<file path="src/rtl/memory_access_unit.sv">
// Load/store unit: byte-addressed upstream requests to a word-wide responder, with read-modify-write for sub-word stores.
// Define MEM_ACCESS_TIMEOUT_EN to enable the responder timeout (TIMEOUT_CYCLES).
module memory_access_unit #(
    parameter int unsigned TIMEOUT_CYCLES = 1024
) (
    input  logic        clk,
    input  logic        reset,
    input  logic        req_valid,
    output logic        req_ready,
    input  logic        req_write,
    input  logic [1:0]  req_size,
    input  logic        req_signed,
    input  logic [31:0] req_addr,
    input  logic [31:0] req_wdata,
    output logic        resp_valid,
    output logic [31:0] resp_rdata,
    output logic        resp_error,
    output logic        output_cmd_start,
    output logic        output_cmd_write,
    input  logic        input_cmd_ready,
    output logic [31:0] output_addr,
    output logic [31:0] output_wdata,
    input  logic [31:0] input_rdata,
    input  logic        input_rdata_valid
);

    typedef enum logic [2:0] {
        IDLE,
        RD_ISSUE,
        RD_WAIT,
        WR_ISSUE,
        RESP
    } state_t;

    state_t      state;
    state_t      next_state;

    logic        write_q;
    logic [1:0]  size_q;
    logic        signed_q;
    logic [31:0] addr_q;
    logic [15:0] wdata_q;

    logic        misaligned;
    logic        timeout_hit;
    logic [31:0] addr_n;
    logic        err_n;
    logic [31:0] rdata_n;
    logic [31:0] wdata_n;
    logic [31:0] merged;
    logic [7:0]  lane_b;
    logic [15:0] lane_h;

    assign misaligned = (req_size == 2'd3)
                     || ((req_size == 2'd1) && req_addr[0])
                     || ((req_size == 2'd2) && (req_addr[1:0] != 2'b00));

    // The address is taken live from the request port on the accepting cycle, latched afterwards.
    assign addr_n = (state == IDLE) ? req_addr : addr_q;

`ifdef MEM_ACCESS_TIMEOUT_EN
    localparam int unsigned CNT_W = $clog2(TIMEOUT_CYCLES + 1);
    logic [CNT_W-1:0] cnt_q;

    // Per-state dwell counter, cleared whenever the state changes.
    always_ff @(posedge clk or posedge reset) begin
        if (reset) begin
            cnt_q <= '0;
        end else if ((next_state == state) && (state inside {RD_ISSUE, RD_WAIT, WR_ISSUE})) begin
            cnt_q <= cnt_q + 1'b1;
        end else begin
            cnt_q <= '0;
        end
    end

    assign timeout_hit = (cnt_q == CNT_W'(TIMEOUT_CYCLES - 1));
`else
    logic unused_timeout;
    assign unused_timeout = (TIMEOUT_CYCLES == 0);
    assign timeout_hit    = 1'b0;
`endif

    always_ff @(posedge clk or posedge reset) begin
        if (reset) begin
            state <= IDLE;
        end else begin
            state <= next_state;
        end
    end

    always_comb begin
        next_state = state;
        err_n      = 1'b0;
        rdata_n    = '0;
        wdata_n    = output_wdata;
        lane_b     = input_rdata[{addr_q[1:0], 3'b000} +: 8];
        lane_h     = input_rdata[{addr_q[1], 4'b0000} +: 16];
        merged     = input_rdata;
        if (size_q == 2'd0) begin
            merged[{addr_q[1:0], 3'b000} +: 8] = wdata_q[7:0];
        end else begin
            merged[{addr_q[1], 4'b0000} +: 16] = wdata_q[15:0];
        end

        case (state)
            IDLE: begin
                if (req_valid) begin
                    if (misaligned) begin
                        next_state = RESP;
                        err_n      = 1'b1;
                    end else if (req_write && (req_size == 2'd2)) begin
                        next_state = WR_ISSUE;
                        wdata_n    = req_wdata;
                    end else begin
                        next_state = RD_ISSUE;
                    end
                end
            end
            RD_ISSUE: begin
                if (input_cmd_ready) begin
                    next_state = RD_WAIT;
                end else if (timeout_hit) begin
                    next_state = RESP;
                    err_n      = 1'b1;
                end
            end
            RD_WAIT: begin
                if (input_rdata_valid) begin
                    if (write_q) begin
                        next_state = WR_ISSUE;
                        wdata_n    = merged;
                    end else begin
                        next_state = RESP;
                        case (size_q)
                            2'd0:    rdata_n = signed_q ? {{24{lane_b[7]}}, lane_b} : {24'd0, lane_b};
                            2'd1:    rdata_n = signed_q ? {{16{lane_h[15]}}, lane_h} : {16'd0, lane_h};
                            default: rdata_n = input_rdata;
                        endcase
                    end
                end else if (timeout_hit) begin
                    next_state = RESP;
                    err_n      = 1'b1;
                end
            end
            WR_ISSUE: begin
                if (input_cmd_ready) begin
                    next_state = RESP;
                end else if (timeout_hit) begin
                    next_state = RESP;
                    err_n      = 1'b1;
                end
            end
            RESP: begin
                next_state = IDLE;
            end
            default: begin
                next_state = IDLE;
            end
        endcase
    end

    always_ff @(posedge clk or posedge reset) begin
        if (reset) begin
            write_q  <= 1'b0;
            size_q   <= 2'd0;
            signed_q <= 1'b0;
            addr_q   <= '0;
            wdata_q  <= '0;
        end else if ((state == IDLE) && req_valid) begin
            write_q  <= req_write;
            size_q   <= req_size;
            signed_q <= req_signed;
            addr_q   <= req_addr;
            wdata_q  <= req_wdata[15:0];
        end
    end

    // Outputs are registered from the next state so they line up with the state they belong to.
    always_ff @(posedge clk or posedge reset) begin
        if (reset) begin
            req_ready        <= 1'b1;
            output_cmd_start <= 1'b0;
            output_cmd_write <= 1'b0;
            output_addr      <= '0;
            output_wdata     <= '0;
            resp_valid       <= 1'b0;
            resp_error       <= 1'b0;
            resp_rdata       <= '0;
        end else begin
            req_ready        <= (next_state == IDLE);
            output_cmd_start <= (next_state == RD_ISSUE) || (next_state == WR_ISSUE);
            output_cmd_write <= (next_state == WR_ISSUE);
            output_addr      <= (next_state inside {RD_ISSUE, RD_WAIT, WR_ISSUE})
                                ? {addr_n[31:2], 2'b00} : '0;
            output_wdata     <= (next_state == WR_ISSUE) ? wdata_n : '0;
            resp_valid       <= (next_state == RESP);
            resp_error       <= err_n;
            resp_rdata       <= rdata_n;
        end
    end

endmodule

</file>
<file path="config.mk">
export PLATFORM = sky130hd
export DESIGN_NAME = memory_access_unit
export DESIGN_NICKNAME = d
export VERILOG_FILES = /design/src/rtl/memory_access_unit.sv
export SDC_FILE = /design/constraint.sdc
export NUM_CORES = 1
export LEC_CHECK = 0
export CORE_UTILIZATION = 36
export DETAILED_ROUTE_END_ITERATION = 10
export SLEW_MARGIN = 30
export SYNTH_ARGS = -nofsm -noshare
export SYNTH_HDL_FRONTEND = slang
export SYNTH_SLANG_ARGS = --single-unit
</file>
<file path="constraint.sdc">
create_clock -name clk -period 10.9 [get_ports clk]
set_input_delay 2.18 -clock clk [delete_from_list [all_inputs] [get_ports clk]]
set_output_delay 2.18 -clock clk [all_outputs]
set_load 0.03 [all_outputs]
</file>
# Word-level counts from Yosys, hierarchy flattened

Cells that the tools add are included.

Flip-flop bits (word level): 156
Latch bits: 0
Memory bits (writable): 0
ROM bits: 0
Input port bits: 105
Output and inout bits: 101
Word-level logic and storage cells: 81
Memories kept: 0

Add/sub/neg operators: 2
Multiply operators: 0
Div/mod/pow operators: 0
Order comparisons: 0
Eq/ne operators: 17
Shift operators: 6
Mux-type cells: 29
Bitwise gates (word level): 0
Reduce and logical (&&, ||, !) cells: 13

Operator list:

| cell                                                                    | count |
|---|---|
| 32-bit 2-to-1 mux                                                       | 14 |
| 32-bit one-hot mux with 2 select lines                                  | 2 |
| 32-bit bitwise mux                                                      | 2 |
| 16-bit by 7-bit variable shift with 32-bit output, first input constant | 1 |
| 8-bit by 7-bit variable shift with 32-bit output, first input constant  | 1 |
| 16-bit by 7-bit variable part select with 32-bit output                 | 1 |
| 32-bit by 6-bit variable part select with 16-bit output                 | 1 |
| 32-bit by 6-bit variable part select with 8-bit output                  | 1 |
| 8-bit by 7-bit variable part select with 32-bit output                  | 1 |
| 3-bit 2-to-1 mux                                                        | 6 |
| 3-bit inequality test, second input constant                            | 5 |
| 5-bit negator with 7-bit output                                         | 2 |
| 3-bit by 2-bit == test with 1-bit output, second input constant         | 4 |
| 3-bit one-hot mux with 4 select lines                                   | 1 |
| 3-bit by 1-bit == test with 1-bit output, second input constant         | 2 |
| 3-bit logical NOT                                                       | 2 |
| 6-bit AND reduction                                                     | 1 |
| 2-bit by 1-bit == test with 1-bit output, second input constant         | 2 |
| 2-bit == test, second input constant                                    | 2 |
| 1-bit logical AND                                                       | 4 |
| 3-bit == test, second input constant                                    | 1 |
| 1-bit logical OR                                                        | 3 |
| 1-bit 2-to-1 mux                                                        | 3 |
| 3-bit by 1-bit inequality test with 1-bit output, second input constant | 1 |
| other kinds (4)                                                         | 4 |

# Longest topological paths before layout

Word-level depth: 10
Mapped depth: 11
Mapped depth without buffers: 7

# Least setup slack after synthesis

No wires, ideal clock.

Kind: input-to-reg
Start point: in req_size[0]
End point: reg output_wdata[10]
Library setup time: 89 ps
Data arrival time: 3625 ps
Data required time: 10811 ps
Slack: 7186 ps
Stages: 6
Buffers on the path: 1
Cells stage by stage: nand3b_1 > or4_4 > a211oi_4 > buf_6 > nor2_1 > a211oi_2

Longest elaborated chain between the ends: 10

RTL lines:

| what                                                                                                       | RTL line | text |
|---|---|---|
| from (decl)                                                                                                | 11       | `input logic [1:0] req_size,` |
| 2-bit by 1-bit == test with 1-bit output                                                                   | 55       | `\|\| ((req_size == 2'd1) && req_addr[0])` |
| 1-bit logical AND                                                                                          | 55       |  |
| 1-bit logical OR                                                                                           | 55       |  |
| 1-bit logical OR                                                                                           | 56       | `\|\| ((req_size == 2'd2) && (req_addr[1:0] != 2'b00));` |
| 3-bit 2-to-1 mux                                                                                           | 108      | `if (misaligned) begin` |
| 3-bit 2-to-1 mux                                                                                           | 107      | `if (req_valid) begin` |
| 3-bit one-hot mux with 4 select lines                                                                      | 105      | `case (state)` |
| 3-bit by 2-bit == test with 1-bit output                                                                   | 195      | `output_wdata <= (next_state == WR_ISSUE) ? wdata_n : '0;` |
| 3-bit by 1-bit inequality test with 1-bit output (no line) / 3-bit inequality test (equally long branches) | --       |  |
| 6-bit AND reduction (no line)                                                                              | --       |  |
| to (signal assigned)                                                                                       | 195      |  |
| to (decl)                                                                                                  | 22       | `output logic [31:0] output_wdata,` |

Several ways; a longest one is shown, not always the timed one.
A chain may end at the register's enable or synchronous reset.

# Worst setup path in the final report

Start point: in req_size[1]
End point: reg output_wdata[19]

Same word-level chain as after synthesis.

==> results by group <==
Cells and area
  – Total Nets Final: 1002
  – Fillers: 1971
  – Final Util: 50.1%
  – Multi-input logic area: 3490 um^2
  – N_diodes: 0
  – Flip-flop and latch area: 3860 um^2
  – Fin cells: 1180
  – Share of cells above drive strength 1: 16.6%
  – Area Overhead vs Synth: 36.8%

Pwr
  – Pwr/cell area: 255 nW/um^2
  – Tot Pwr: 2.68 mW
  – Internal power: 1.54 mW
  – Logic pwr share: 45.0%
  – Sequential share of power: 32.5%
  – Switching portion of total power: 42.8%
  – Sw power: 1.15 mW
  – Clock group share of total power: 22.5%
  – Lkg Pwr: 4.30 nW
  – Maximum VDD drop: 191 uV

Place
  – DP Cell Count: 1148
  – Post-DP HPWL: 16.0 mm
  – GP Congestion: 0.838
  – Count of input and output buffers: 203

Drt
  – Vias: 6388
  – Pre-Repair DR Iteration Count: 5
  – Vias per cell: 5.41
  – Initial DRC count: 484
  – Routed wire per std cell: 19.9 um
  – DRC errors left: 0
  – DRT antenna net count: 0
  – Final WL: 23.5 mm

Yosys
  – Synth Area per Inst: 10.7 um^2
  – Synthesized area: 7700 um^2
  – Cells after Synth: 720
  – Top_reg_cell synth: dfrtp_1
  – Syn. warnings: 0
  – Post-synth EDFFs: 0
  – Seq cells post-synth: 154
  – Async S/R FF share, synth: 100%
  – Post-synthesis sequential area ratio: 50.0%
  – Netlist cell types: 45

Global route
  – Met2 Usage GRT: 33.7%
  – Met1 Use GR: 29.8%
  – First-pass GRT wire length: 36.4 mm
  – Met3 Track Usage GR: 7.06%
  – Initial antenna violation count: 0
  – Global-route usage over all layers: 22.0%
  – Vias in the first global route: 6293
  – Grt peak-use layer: met2
  – Grt ovf: 0
  – Largest net degree at the start of global routing: 80

Die
  – Row count: 53
  – Die Wd: 148 um
  – Floorplan core area: 21000 um^2
  – Starting Density: 36.6%
  – Die area: 22000 um^2
  – Die extent in y: 148 um
  – I/O Pins: 206

Setup path
  – Cells on worst reg2reg path: 8
  – CP peak stage delay: 0.63 ns
  – RR Endpoint: output_wdata[4]$_DFFE_PP0P_
  – Worst setup SP type: input port
  – Slowest CP cell: buf_4
  – Critical Path RT: 11.25 ns
  – Critical path type: in -> reg
  – FF-to-FF Start: addr_q[1]$_DFFE_PP0P_
  – Worst Path Max Fanout: 64
  – Crit-path cells: clkdlybuf4s50_1 > nand3b_1 > or4_4 > a211oi_4 > buf_4 > nor2_1 > a211oi_2
  – Critical Path Sink Type: register
  – Worst R2R Setup Slack: 7.45 ns
  – CP arrival: 4.60 ns

STA
  – Final cycle utilization of the critical path: 39.0%
  – Setup TNS: 0 ns
  – Count of final setup violators: 0
  – RSZ-0062 raised after global routing: false
  – Setup Skew: 0.0143 ns
  – Max Slew Vio Count: 0
  – Relative slew slack: 42.1%
  – Crit path time final: 4.25 ns
  – Fmax: 235 MHz
  – Final hold vios: 0
  – Worst hold margin: 0.508 ns
  – Slew of the pin with the lowest slew margin: 0.868 ns

Clock tree
  – # resized after CTS: 0
  – Sinks on Clock Net: 154
  – CTS tree: done
  – Clock Root Buffer: clkbuf_16
  – Hold_buf cts: 0
  – CTS Buffer Depth: 2
  – Cts bufs inserted: 17
  – H-tree Lvls: 4
  – Total setup buffers inserted after CTS: 0
  – Clock Latency Late Sink: 0.44 ns
  – Clk slew on worst S/H paths: 0.07 ns

Hold path
  – Hold wc startpoint: addr_q[31]$_DFFE_PP0P_
  – Worst Hold Endpoint: addr_q[31]$_DFFE_PP0P_
  – WHS Path Cells: 1
  – Hold Crit Class: reg -> reg

Flow run
  – Max cap viols: 0

Run status
  – Run status: finished clean
-- cell usage after synthesis (2+ instances only) --
| master | instances | area share, % |
|---|---|---|
| o22ai_1 | 6 | 0.49 |
| or2_2 | 3 | 0.24 |
| o221ai_1 | 2 | 0.23 |
| clkbuf_1 | 42 | 2.0 |
| a221oi_1 | 35 | 4.0 |
| inv_1 | 28 | 1.4 |
| o21ai_0 | 9 | 0.58 |
| buf_1 | 7 | 0.34 |
| nor4bb_1 | 3 | 0.39 |
| a21oi_1 | 90 | 5.8 |
| mux2i_1 | 32 | 4.2 |
| a211oi_2 | 28 | 4.5 |
| mux2_2 | 51 | 7.5 |
| a211oi_1 | 36 | 3.5 |
| buf_2 | 6 | 0.39 |
| o21a_1 | 2 | 0.19 |
| nor2_1 | 48 | 2.3 |
| buf_6 | 3 | 0.44 |
| a2111oi_0 | 5 | 0.57 |
| dfrtp_1 | 153 | 50 |
| a22oi_1 | 2 | 0.19 |
| or3_1 | 3 | 0.24 |
| mux4_2 | 5 | 1.5 |
| nor3_2 | 2 | 0.26 |
| ha_1 | 5 | 0.81 |
| nand2b_1 | 7 | 0.57 |
| nand2_1 | 72 | 3.5 |
| buf_4 | 5 | 0.49 |
| o221a_2 | 7 | 1.0 |
| nor2b_1 | 8 | 0.65 |
-- critical path, delay by kind of cell --
family | cells | cell delay (ns)
AND/OR/NAND/NOR | 3 | 0.74
AO/OA/AOI/OAI | 2 | 0.44
buffers and inverters | 2 | 1.17
-- through the flow --
step / worst slack (ns) / instance area, um^2
after floorplan: 4.57 / 7710
after global placement: 6.32 / 9910
after detailed placement: 6.23 / 9920
after CTS: 6.68 / 10500
after global routing: 6.48 / 10500
final: 6.65 / 10500
-- power by group through the flow --
stage	Sequential, mW	Clock (mW)	Combinational, mW
final	0.871	0.604	1.21
after global routing	0.893	0.644	1.32
after CTS	0.871	0.620	1.21
after detailed placement	0.881	0	1.21
after global placement	0.878	0	1.19
after floorplan	0.938	0	0.769
-- worst max-delay path by stage --
stage / endpoint / slack (ns) / from / depth (start not counted)
2_1_floorplan: addr_q[0]$_DFFE_PP0P_ / 4.57 / reset / 1
3_3_place_gp: output_wdata[27]$_DFFE_PP0P_ / 6.32 / req_size[1] / 7
3_5_place_dp: output_wdata[19]$_DFFE_PP0P_ / 6.23 / req_size[1] / 7
4_1_cts: output_wdata[19]$_DFFE_PP0P_ / 6.68 / req_size[1] / 7
5_1_grt: output_wdata[28]$_DFFE_PP0P_ / 6.48 / req_size[1] / 7
6_report: output_wdata[19]$_DFFE_PP0P_ / 6.65 / req_size[1] / 7
-- layer usage --
layer / wire length [um] / vias up / part of all wire, %
met5: 0 / - / 0
met1: 10100 / 3148 / 43
met4: 368 / 0 / 1.6
met2: 10800 / 246 / 46
li1: - / 2968 / -
met3: 2120 / 26 / 9.0
-- final cells by class --
class,count,area share (%)
inverters,28,1.05
well taps,275,3.27
clock buffers,17,4.04
flip-flops and latches,154,36.6
repair buffers,215,20.2
clock inverters,15,1.77
multi-input cells,476,33.1
-- state kept, by name, summed over array words and instances (netlist names) --
name,flops
addr_q,32
output_cmd_write,1
resp_error,1
wdata_q,16
write_q,1
resp_rdata,32
signed_q,1
output_addr,30
state,3
resp_valid,1
output_wdata,32
output_cmd_start,1
req_ready,1
size_q,2
-- cell usage in the layout (no fill, tap or decap), types with 2 or more instances in the layout --
cell type        count
a211oi_1            36
or3_1                3
o221ai_1             2
inv_1               27
buf_4               11
nor2b_1              8
inv_6                6
o22ai_1              6
nor4bb_1             2
ha_1                 5
nor2_1              48
a21oi_1             90
clkdlybuf4s50_1    203
clkinv_8             6
o221a_2              7
conb_1               2
clkbuf_16           17
o21ai_0              9
mux4_2               5
a2111oi_0            5
a22oi_1              2
inv_8                4
or2_2                3
nand2_1             72
a211oi_2            28
a221oi_1            35
nor3_2               2
nand2b_1             7
dfrtp_1            152
o21a_1               2
mux2i_1             32
mux2_2              51
-- logic make-up (layout without fill, tap and decap cells) --
| group | after synthesis | after routing | share of synthesized area (%) |
|---|---|---|---|
| buf+inv | 91 | 275 | 5.07 |
| compound gates | 229 | 229 | 22.1 |
| flops | 154 | 154 | 50.0 |
| simple gates | 152 | 152 | 8.88 |
| fa+ha+maj | 5 | 5 | 0.812 |
| other cells | 1 | 2 | 0.0487 |
| mux | 88 | 88 | 13.1 |
(Power assumes the default switching activity.)
